File: config.mk
export PLATFORM = sky130hd
export DESIGN_NAME = mig_serial_add_ctrl
export DESIGN_NICKNAME = d
export VERILOG_FILES = /design/src/rtl/mig_serial_add_ctrl.sv
export SDC_FILE = /design/constraint.sdc
export NUM_CORES = 1
export LEC_CHECK = 0
export CAP_MARGIN = 10
export CORE_MARGIN = 2
export CORE_UTILIZATION = 59
export CTS_BUF_LIST = sky130_fd_sc_hd__clkbuf_4
export DETAILED_ROUTE_END_ITERATION = 16
export PLACE_DENSITY = 0.87
export SYNTH_ARGS = -nofsm -noshare
export SYNTH_HDL_FRONTEND = slang
export SYNTH_SLANG_ARGS = --single-unit
export TNS_END_PERCENT = 5
File: constraint.sdc
create_clock -name clk -period 4.75 [get_ports clk]
set_clock_uncertainty 0.2 [all_clocks]
set_input_delay 0.475 -clock clk [delete_from_list [all_inputs] [get_ports clk]]
set_output_delay 0.475 -clock clk [all_outputs]
set_load 0.005 [all_outputs]
File: src/rtl/mig_serial_add_ctrl.sv
// -----------------------------------------------------------------------------
// mig_serial_add_ctrl
//
// Bit-serial modular adder controller. One majority-logic (MIG) full-adder cell
// is reused across all bit positions of a WIDTH-bit word, one bit per clock,
// LSB first. Operands are captured on an accepted start request. The carry
// between bit positions is kept in a register. After WIDTH cycles the sum
// (mod 2^WIDTH) and the carry out of bit WIDTH-1 are published, together with
// a one-cycle done pulse. This is the shared modular-add resource for the
// SPECK round datapath.
//
// Optional feature macro: MIG_SERIAL_SUB_EN
//   When defined, the 'sub' input exists. A captured sub=1 computes
//   (a - b) mod 2^WIDTH as a + ~b + 1. In that mode cout=1 means no borrow
//   (a >= b). When the macro is undefined, the block is a pure adder.
//
// Parameters
//   WIDTH  word width in bits, legal range 2..64 (default 16, SPECK32/64)
//
// Ports
//   clk    in   rising-edge clock
//   rst    in   asynchronous, active-high reset
//   start  in   operation request, sampled only in IDLE
//   a      in   operand A, captured on accepted start
//   b      in   operand B, captured on accepted start
//   sub    in   subtract select, captured on accepted start (macro only)
//   busy   out  high while the cell is iterating (RUN)
//   done   out  one-cycle pulse, sum/cout valid
//   sum    out  result register, held until the next completion
//   cout   out  final carry out of bit WIDTH-1
// -----------------------------------------------------------------------------
module mig_serial_add_ctrl #(
    parameter int WIDTH = 16
) (
    input  logic             clk,
    input  logic             rst,
    input  logic             start,
    input  logic [WIDTH-1:0] a,
    input  logic [WIDTH-1:0] b,
`ifdef MIG_SERIAL_SUB_EN
    input  logic             sub,
`endif
    output logic             busy,
    output logic             done,
    output logic [WIDTH-1:0] sum,
    output logic             cout
);

    localparam int CNT_W = $clog2(WIDTH);
    localparam logic [CNT_W-1:0] LAST_CNT = CNT_W'(WIDTH - 1);

    typedef enum logic [1:0] {
        S_IDLE = 2'd0,
        S_RUN  = 2'd1,
        S_DONE = 2'd2
    } state_t;

    // Three-input majority, the only primitive of the MIG cell.
    function automatic logic maj(input logic x, input logic y, input logic z);
        return (x & y) | (x & z) | (y & z);
    endfunction

    state_t           r_state;
    state_t           w_next_state;

    logic [WIDTH-1:0] r_op_a;
    logic [WIDTH-1:0] r_op_b;
    logic             r_carry;
    logic [CNT_W-1:0] r_bitcnt;
    logic [WIDTH-1:0] r_result;
    logic [WIDTH-1:0] r_sum;
    logic             r_cout;

    logic             w_load;
    logic             w_last;
    logic [WIDTH-1:0] w_b_load;
    logic             w_carry_load;
    logic             w_cell_a;
    logic             w_cell_b;
    logic             w_cell_c;
    logic             w_sum_bit;
    logic             w_cout_bit;
    logic [WIDTH-1:0] w_result_next;

    // -------------------------------------------------------------------------
    // Operand conditioning at capture time. Subtraction is a + ~b + 1, so it
    // only changes what is loaded. The serial cell itself is identical.
    // -------------------------------------------------------------------------
`ifdef MIG_SERIAL_SUB_EN
    assign w_b_load     = sub ? ~b : b;
    assign w_carry_load = sub;
`else
    assign w_b_load     = b;
    assign w_carry_load = 1'b0;
`endif

    // -------------------------------------------------------------------------
    // MIG full-adder cell on the current LSBs and the registered carry.
    // The sum expression is XOR3 written in majority form.
    // -------------------------------------------------------------------------
    assign w_cell_a   = r_op_a[0];
    assign w_cell_b   = r_op_b[0];
    assign w_cell_c   = r_carry;
    assign w_cout_bit = maj(w_cell_a, w_cell_b, w_cell_c);
    assign w_sum_bit  = maj(maj(~w_cell_a, w_cell_b, w_cell_c),
                            ~w_cell_b,
                            maj(w_cell_a, w_cell_b, ~w_cell_c));

    // The result register fills from the MSB side. After WIDTH shifts, the
    // first computed bit has reached position 0.
    assign w_result_next = {w_sum_bit, r_result[WIDTH-1:1]};

    // -------------------------------------------------------------------------
    // FSM state register
    // -------------------------------------------------------------------------
    // NOTE: every clocked register uses non-blocking assignment, so all
    // flops sample pre-edge values regardless of process ordering.
    always_ff @(posedge clk or posedge rst) begin
        if (rst) begin
            r_state <= S_IDLE;
        end else begin
            r_state <= w_next_state;
        end
    end

    // -------------------------------------------------------------------------
    // FSM next-state and decoded outputs
    // -------------------------------------------------------------------------
    // NOTE: defaults come first so that every path assigns every output,
    // which keeps this block purely combinational (no latches).
    always_comb begin
        w_next_state = r_state;
        busy         = 1'b0;
        done         = 1'b0;
        w_load       = 1'b0;
        w_last       = 1'b0;

        case (r_state)
            S_IDLE: begin
                if (start) begin
                    w_load       = 1'b1;
                    w_next_state = S_RUN;
                end
            end
            S_RUN: begin
                busy = 1'b1;
                if (r_bitcnt == LAST_CNT) begin
                    w_last       = 1'b1;
                    w_next_state = S_DONE;
                end
            end
            S_DONE: begin
                // start is deliberately ignored here. No request is queued.
                done         = 1'b1;
                w_next_state = S_IDLE;
            end
            default: begin
                w_next_state = S_IDLE;
            end
        endcase
    end

    // -------------------------------------------------------------------------
    // Serial datapath: operand shifters, carry, bit counter, result shifter
    // -------------------------------------------------------------------------
    always_ff @(posedge clk or posedge rst) begin
        if (rst) begin
            r_op_a   <= '0;
            r_op_b   <= '0;
            r_carry  <= 1'b0;
            r_bitcnt <= '0;
            r_result <= '0;
        end else if (w_load) begin
            r_op_a   <= a;
            r_op_b   <= w_b_load;
            r_carry  <= w_carry_load;
            r_bitcnt <= '0;
            r_result <= '0;
        end else if (busy) begin
            r_op_a   <= {1'b0, r_op_a[WIDTH-1:1]};
            r_op_b   <= {1'b0, r_op_b[WIDTH-1:1]};
            r_carry  <= w_cout_bit;
            r_bitcnt <= r_bitcnt + 1'b1;
            r_result <= w_result_next;
        end
    end

    // -------------------------------------------------------------------------
    // Published result. It changes only on the RUN->DONE edge, so the
    // consumer can read it at any time after done without a handshake.
    // -------------------------------------------------------------------------
    always_ff @(posedge clk or posedge rst) begin
        if (rst) begin
            r_sum  <= '0;
            r_cout <= 1'b0;
        end else if (w_last) begin
            r_sum  <= w_result_next;
            r_cout <= w_cout_bit;
        end
    end

    assign sum  = r_sum;
    assign cout = r_cout;

endmodule

==> summary.md, run 1 <==
| Metric | Value |
|---|---|
| Outcome | completed |
| Layout Nets | between 300 and 400 |
| Worst r2r dst | sum[15] |
| Worst reg-to-reg path cell count | 4 |
| Register-to-register setup slack | 2050 ps |
| CTS Root Cell | clkbuf_4 |
| Metal-1 WL | slightly below 3 mm |
| Initial antenna violation count | 0 |
| Num CTS Buffers | 9 |
| Area growth, synth to finish | 23.1% |
| Clock-pin slew on the worst setup and hold paths | roughly 110 ps |
| # hold bufs at CTS | 0 |
| Vias per cell | 5.79 |
| Synth area leaders | dfrtp_1 (56%), a22o_1 (4.9%), a21oi_1 (4.9%) |
| CP startpoint kind | flip-flop |
| Core area | 5170 µm² |
| Synthesized Nets | about 310 |
| Synth warn | 0 |
| Netlist cell types | 28 |
| Max FO, Critical Path | 55 |
| I/O pin total | 54 |
| EDFF count, synth | 0 |
| Crit path DAT | about 2500 ps |
| Die H | approximately 78 µm |
| Cts repair resizes | 0 |
| Measured slew at the worst slew-check pin | around 1100 ps |
| Max clock buf depth | 2 |
| HP Class | reg -> reg |
| Routed WL | roughly 6.4 mm |
| Syn Inst Count | between 200 and 300 |
| Hold Path Stages | 2 |
| Highest metal used | met4 |
| Max VDD drop | ~300 µV |
| PD cells | roughly 570 nW/µm² |
| IO buf count | between 50 and 60 |
| Setup TNS | 0 ps |
| Post-layout minimum cycle time | 3200 ps |
| Worst EP required | 4070 ps |
| Largest net degree at the start of global routing | 56 |
| Type of the worst setup path | reg -> out |
| Final Util | between 70% and 80% |
| Total track usage | between 20% and 30% |
| Mapped Area | 3190 µm² |
| Met3 wire len | between 200 and 300 µm |
| Std-Cell Rows | 26 |
| Synth Flop Type | dfrtp_1 |
| Routed WL per cell | approximately 16 µm |
| Syn_area_per_cell | between 10 and 15 µm² |
| Setup violators final | 0 |
| DR DRC count | 0 |
| Most common cell in the netlist | dfrtp_1 |
| Setup bufs post-CTS | 0 |
| Initial Utilization | about three fifths |
| GP Congestion | 0.732 |
| Die width | 77.5 µm |
| Multi-input gate area | between 1000 and 1500 µm² |
| Pre-antenna DRT Iters | 5 |
| DRT antenna net count | 0 |
| CTS sink cnt | just over 70 |
| First-pass GRT wire length | roughly 11 mm |
| DP Worst Slack | roughly 2000 ps |
| Worst setup EP type | output pin |
| CTS tree | built |
| Total grt overflow | 0 |
| Fmax | around 0.31 GHz |
| Static leakage | between 1.5 and 2 nW |
| FF+latch count, synth | ~70 |
| Fraction of layout cells with a size suffix above 1 | between 10% and 20% |
| Post-route design area | around 3900 µm² |
| Metal2 WL | just over 3 mm |
| Seq/Total Area, Yosys | 55.7% |
| Tcrit/Tclk final | 67.3% |
| DIE AREA | roughly 6000 µm² |
| Fillers | 320 |
| Clock Latency Late Sink | 400 ps |
| Slew margin rel. | 29.1% |
| Worst Min Path Start | r_op_a[13] |
| Asr flop ratio synth | 100% |
| # H-tree levels | 3 |
| Power consumption | roughly 2.2 mW |
| Post-route setup slack | 1550 ps |
| Initial DRC Count | 213 |
| Max Slew Vio Count | 0 |
| HPWL Detailed | 3.95 mm |
| RSZ-0062 raised after global routing | no |
| Max_cap viols | 0 |
| Area share of the largest cell type after synthesis | approximately 56% |
| Hold Fails Final Rpt | 0 |
| Placed Area | 3720 µm² |
| Vias in the first global route | around 2300 |
| Min-Delay Endpoint | r_op_a[13] |
| Total number of vias | roughly 2300 |
| Number of diodes | 0 |
| Post-synth top cells | dfrtp_1 (71), a21oi_1 (31), o21ai_0 (31), nand2_1 (19), a22o_1 (18) |
| Flip-flop and latch area | around 1800 µm² |
| Leading area contributor after synthesis | dfrtp_1 |
| Worst r2r src | r_state[0] |
==> registers in the layout (all words and copies together), names as in the netlist <==
| name | flops |
|---|---|
| sum | 16 |
| cout | 1 |
| r_op_a | 16 |
| r_carry | 1 |
| r_state | 2 |
| r_result | 15 |
| r_bitcnt | 4 |
| r_op_b | 16 |
==> cells by family after synthesis <==
family                   share of synthesized area, %
AO/OA/AOI/OAI                                    19.3
flip-flops                                       55.7
AND/OR/NAND/NOR                                  11.1
buffers and inverters                            4.43
multiplexers                                     7.77
adder cells (fa/ha/maj)                          1.65
==> area by class of cell <==
type	instances	share of cell area (%)
Inverter	4	0.383
Clock buffer	10	1.91
Multi-Input combinational cell	177	32.4
Timing Repair Buffer	58	14.5
Clock inverter	6	3.38
Tap cell	70	2.23
Sequential cell	71	45.3
==> cell usage in the layout (no fill, tap or decap) <==
cell type and count:
a41oi_1 2, a22o_1 18, dfrtp_1 71, mux2_4 9
fa_1 2, inv_2 1, and3b_1 17, o22ai_1 1
a22oi_1 13, clkbuf_4 10, clkinvlp_4 1, nand3_1 1
nor2_1 1, nor2b_4 1, inv_1 3, clkdlybuf4s50_1 53
buf_4 5, o21bai_2 1, and4_4 1, ha_1 1
nor2b_1 16, nand2_1 19, mux2_2 10, bufinv_16 4
a21oi_1 31, a2bb2oi_1 1, o21ai_0 31, clkinv_2 1
a31oi_1 1
==> power by group <==
group	total [mW]	switching, mW	internal [mW]
logic	0.699	0.303	0.396
clock network	0.537	0.213	0.325
registers	1.00	0.169	0.831
==> layer usage <==
metal  GRT usage, %  vias up
met3           4.88       11
met2           38.1       65
li1               -     1086
met5              0        -
met4           7.68        0
met1           31.8     1129
==> stage by stage <==
| stage | hold WS, ps | cells |
|---|---|---|
| 6_report | 294 | 396 |
| 5_1_grt | 326 | 396 |
| 4_1_cts | 297 | 396 |
| 3_5_place_dp | 271 | 380 |
| 3_3_place_gp | 264 | 380 |
| 2_1_floorplan | 250 | 275 |
==> how the worst max path moves through the flow <==
stage                     slack [ps]         end       start
after detailed placement        2000  r_op_b[11]       start
after CTS                       1560        busy  r_state[0]
final                           1550        busy  r_state[0]
after floorplan                 2280        cout         rst
after global placement          2010   r_op_b[3]       start
after global routing            1380        busy  r_state[0]
==> worst max-delay path: stages, from the launching register on <==
cell and delay [ps]:
dfrtp_1 340, buf_4 400, nor2b_4 720, clkdlybuf4s50_1 650
(Power assumes the default switching activity.)
==> inputs of run 2 (changes only) <==
--- a/config.mk
+++ b/config.mk
@@ -7,10 +7,10 @@
 export LEC_CHECK = 0
 export CAP_MARGIN = 10
 export CORE_MARGIN = 2
-export CORE_UTILIZATION = 59
+export CORE_UTILIZATION = 49
 export CTS_BUF_LIST = sky130_fd_sc_hd__clkbuf_4
 export DETAILED_ROUTE_END_ITERATION = 16
-export PLACE_DENSITY = 0.87
+export PLACE_DENSITY = 0.78
 export SYNTH_ARGS = -nofsm -noshare
 export SYNTH_HDL_FRONTEND = slang
 export SYNTH_SLANG_ARGS = --single-unit
==> constraint.sdc (replaced) <==
create_clock -name clk -period 2.6 [get_ports clk]
set_clock_uncertainty 0.2 [all_clocks]
set_input_delay 0.26 -clock clk [delete_from_list [all_inputs] [get_ports clk]]
set_output_delay 0.26 -clock clk [all_outputs]
set_load 0.005 [all_outputs]
==> summary.md, run 2 (synthesis results as in run 1) <==
| Metric | Value |
|---|---|
| Outcome | completed (unchanged) |
| # H-tree levels | 3 (unchanged) |
| Critical path's largest stage delay | 580 ps (was 720 ps) |
| Post-layout minimum cycle time | 2390 ps |
| HP Class | in -> async (was reg -> reg) |
| Initial antenna violation count | 0 (unchanged) |
| Die width | 84.7 µm (was 77.5 µm) |
| Total track usage | 17.5% (was 23.4%) |
| Multi-input gate area | 1270 µm² (unchanged) |
| PD cells | 951 nW/µm² (was 570 nW/µm²) |
| Type of the worst setup path | reg -> out (unchanged) |
| Vias per cell | 5.57 (was 5.79) |
| Cts repair resizes | 0 (unchanged) |
| Max_cap viols | 0 (unchanged) |
| # hold bufs at CTS | 0 (unchanged) |
| Initial DRC Count | 163 (was 213) |
| GP Congestion | 0.779 (was 0.732) |
| Commonest cells after routing, fill and taps aside | dfrtp_1 (71), clkdlybuf4s50_1 (53), a21oi_1 (31), o21ai_0 (31), nand2_1 (19) (unchanged) |
| Worst reg-to-reg path cell count | 3 (was 4) |
| Core area | 6310 µm² (was 5170 µm²) |
| DRT antenna net count | 0 (unchanged) |
| CTS sink cnt | 71 (unchanged) |
| Fillers | 519 (was 320) |
| RSZ-0062 raised after global routing | no (unchanged) |
| Final std cells w/o fill | 407 (was 396) |
| Setup bufs post-CTS | 0 (unchanged) |
| Total number of vias | 2266 (was 2291) |
| Setup TNS | 0 ps (unchanged) |
| Top delay family on crit path | flip-flops (was buffers and inverters) |
| Fmax | about 0.42 GHz |
| CP startpoint kind | flip-flop (unchanged) |
| Clock Latency Late Sink | 420 ps (was 400 ps) |
| Routed WL per cell | 14.9 µm (was 16.2 µm) |
| Worst r2r src | r_state[1] (was r_state[0]) |
| Post-route setup slack | 210 ps (was 1550 ps) |
| Hold_ws | 1.19 ps (was 294 ps) |
| Num CTS Buffers | 9 (unchanged) |
| Max Slew Vio Count | 0 (unchanged) |
| Die H | 84.7 µm (was 77.5 µm) |
| Measured slew at the worst slew-check pin | 861 ps (was 1060 ps) |
| Area growth, synth to finish | 21.9% (was 23.1%) |
| Pre-antenna DRT Iters | 4 (was 5) |
| Routed WL | 6.05 mm (was 6.43 mm) |
| Power consumption | 3.69 mW (was 2.24 mW) |
| Worst r2r dst | sum[13] (was sum[15]) |
| Worst path slowest cell | dfrtp_1 (was nor2b_4) |
| Max clock buf depth | 2 (unchanged) |
| Post-route design area | 3880 µm² (was 3930 µm²) |
| I/O pin total | 54 (unchanged) |
| Worst-path cell chain | nor2b_4 -> clkdlybuf4s50_1 (was buf_4 -> nor2b_4 -> clkdlybuf4s50_1) |
| Max VDD drop | 557 µV (was 305 µV) |
| Worst Path Buf+Inv | 1 (was 2) |
| HPWL Detailed | 4.06 mm (was 3.95 mm) |
| Worst setup EP type | output pin (unchanged) |
| Total grt overflow | 0 (unchanged) |
| Layout Nets | 363 (was 359) |
| Number of diodes | 0 (unchanged) |
| Register-to-register setup slack | 480 ps (was 2050 ps) |
| IO buf count | 53 (unchanged) |
| Placed cell count | 391 (was 380) |
| Initial Utilization | 50.5% (was 61.6%) |
| Clock-pin slew on the worst setup and hold paths | 110 ps (about the same) |
| Fraction of layout cells with a size suffix above 1 | 14.2% (was 13.5%) |
| Static leakage | 1.78 nW (was 1.81 nW) |
| Flip-flop and latch area | 1780 µm² (unchanged) |
| Vias in the first global route | 2125 (was 2316) |
| Largest net degree at the start of global routing | 37 (was 56) |
| Setup violators final | 0 (unchanged) |
| DP Worst Slack | 394 ps (was 2000 ps) |
| Worst EP required | 2140 ps (was 4070 ps) |
| CTS tree | built (unchanged) |
| Final Util | 61.5% (was 75.9%) |
| Commonest non-fill, non-tap cell in the layout | dfrtp_1 (unchanged) |
| Tcrit/Tclk final | 91.9% |
| First-pass GRT wire length | 9.96 mm (was 11.0 mm) |
| Slew margin rel. | 42.6% (was 29.1%) |
| CTS Root Cell | clkbuf_4 (unchanged) |
| Crit path DAT | 1930 ps (was 2520 ps) |
| Hold Fails Final Rpt | 0 (unchanged) |
| Placed Area | 3770 µm² (was 3720 µm²) |
| Std-Cell Rows | 29 (was 26) |
| DIE AREA | 7170 µm² (was 6010 µm²) |
| Max FO, Critical Path | 16 (was 55) |
| DR DRC count | 0 (unchanged) |
==> run 2: final cells by class <==
cell class	count	share of cell area, %
sequential	71	45.7
multi-input combinational	177	32.7
timing repair buffer	62	15.7
tap	77	2.48
clock buffer	9	1.74
clock inverter	7	1.26
inverter	4	0.386
==> run 2: where the power goes <==
| group | switching [mW] | internal (mW) | leakage [nW] |
|---|---|---|---|
| clock network | 0.401 | 0.195 | 0.0560 |
| logic | 0.528 | 0.742 | 0.791 |
| registers | 0.308 | 1.52 | 0.931 |
==> run 2: worst max path at each step <==
stage                from        end  slack [ps]  cells after the start
6_report       r_state[1]       busy         210                      2
2_1_floorplan         rst       cout         340                      1
3_3_place_gp        start  r_op_a[9]         460                      5
4_1_cts        r_state[1]       busy         170                      2
3_5_place_dp        start  r_op_a[6]         390                      5
5_1_grt        r_state[1]       busy          90                      2
==> run 2: layer usage <==
metal | vias up | global-route usage [%] | share of wire, %
li1 | 1086 | - | -
met1 | 1110 | 24.3 | 47
met2 | 60 | 26.1 | 46
met3 | 10 | 4.72 | 5.5
met4 | 0 | 7.36 | 1.3
met5 | - | 0 | 0
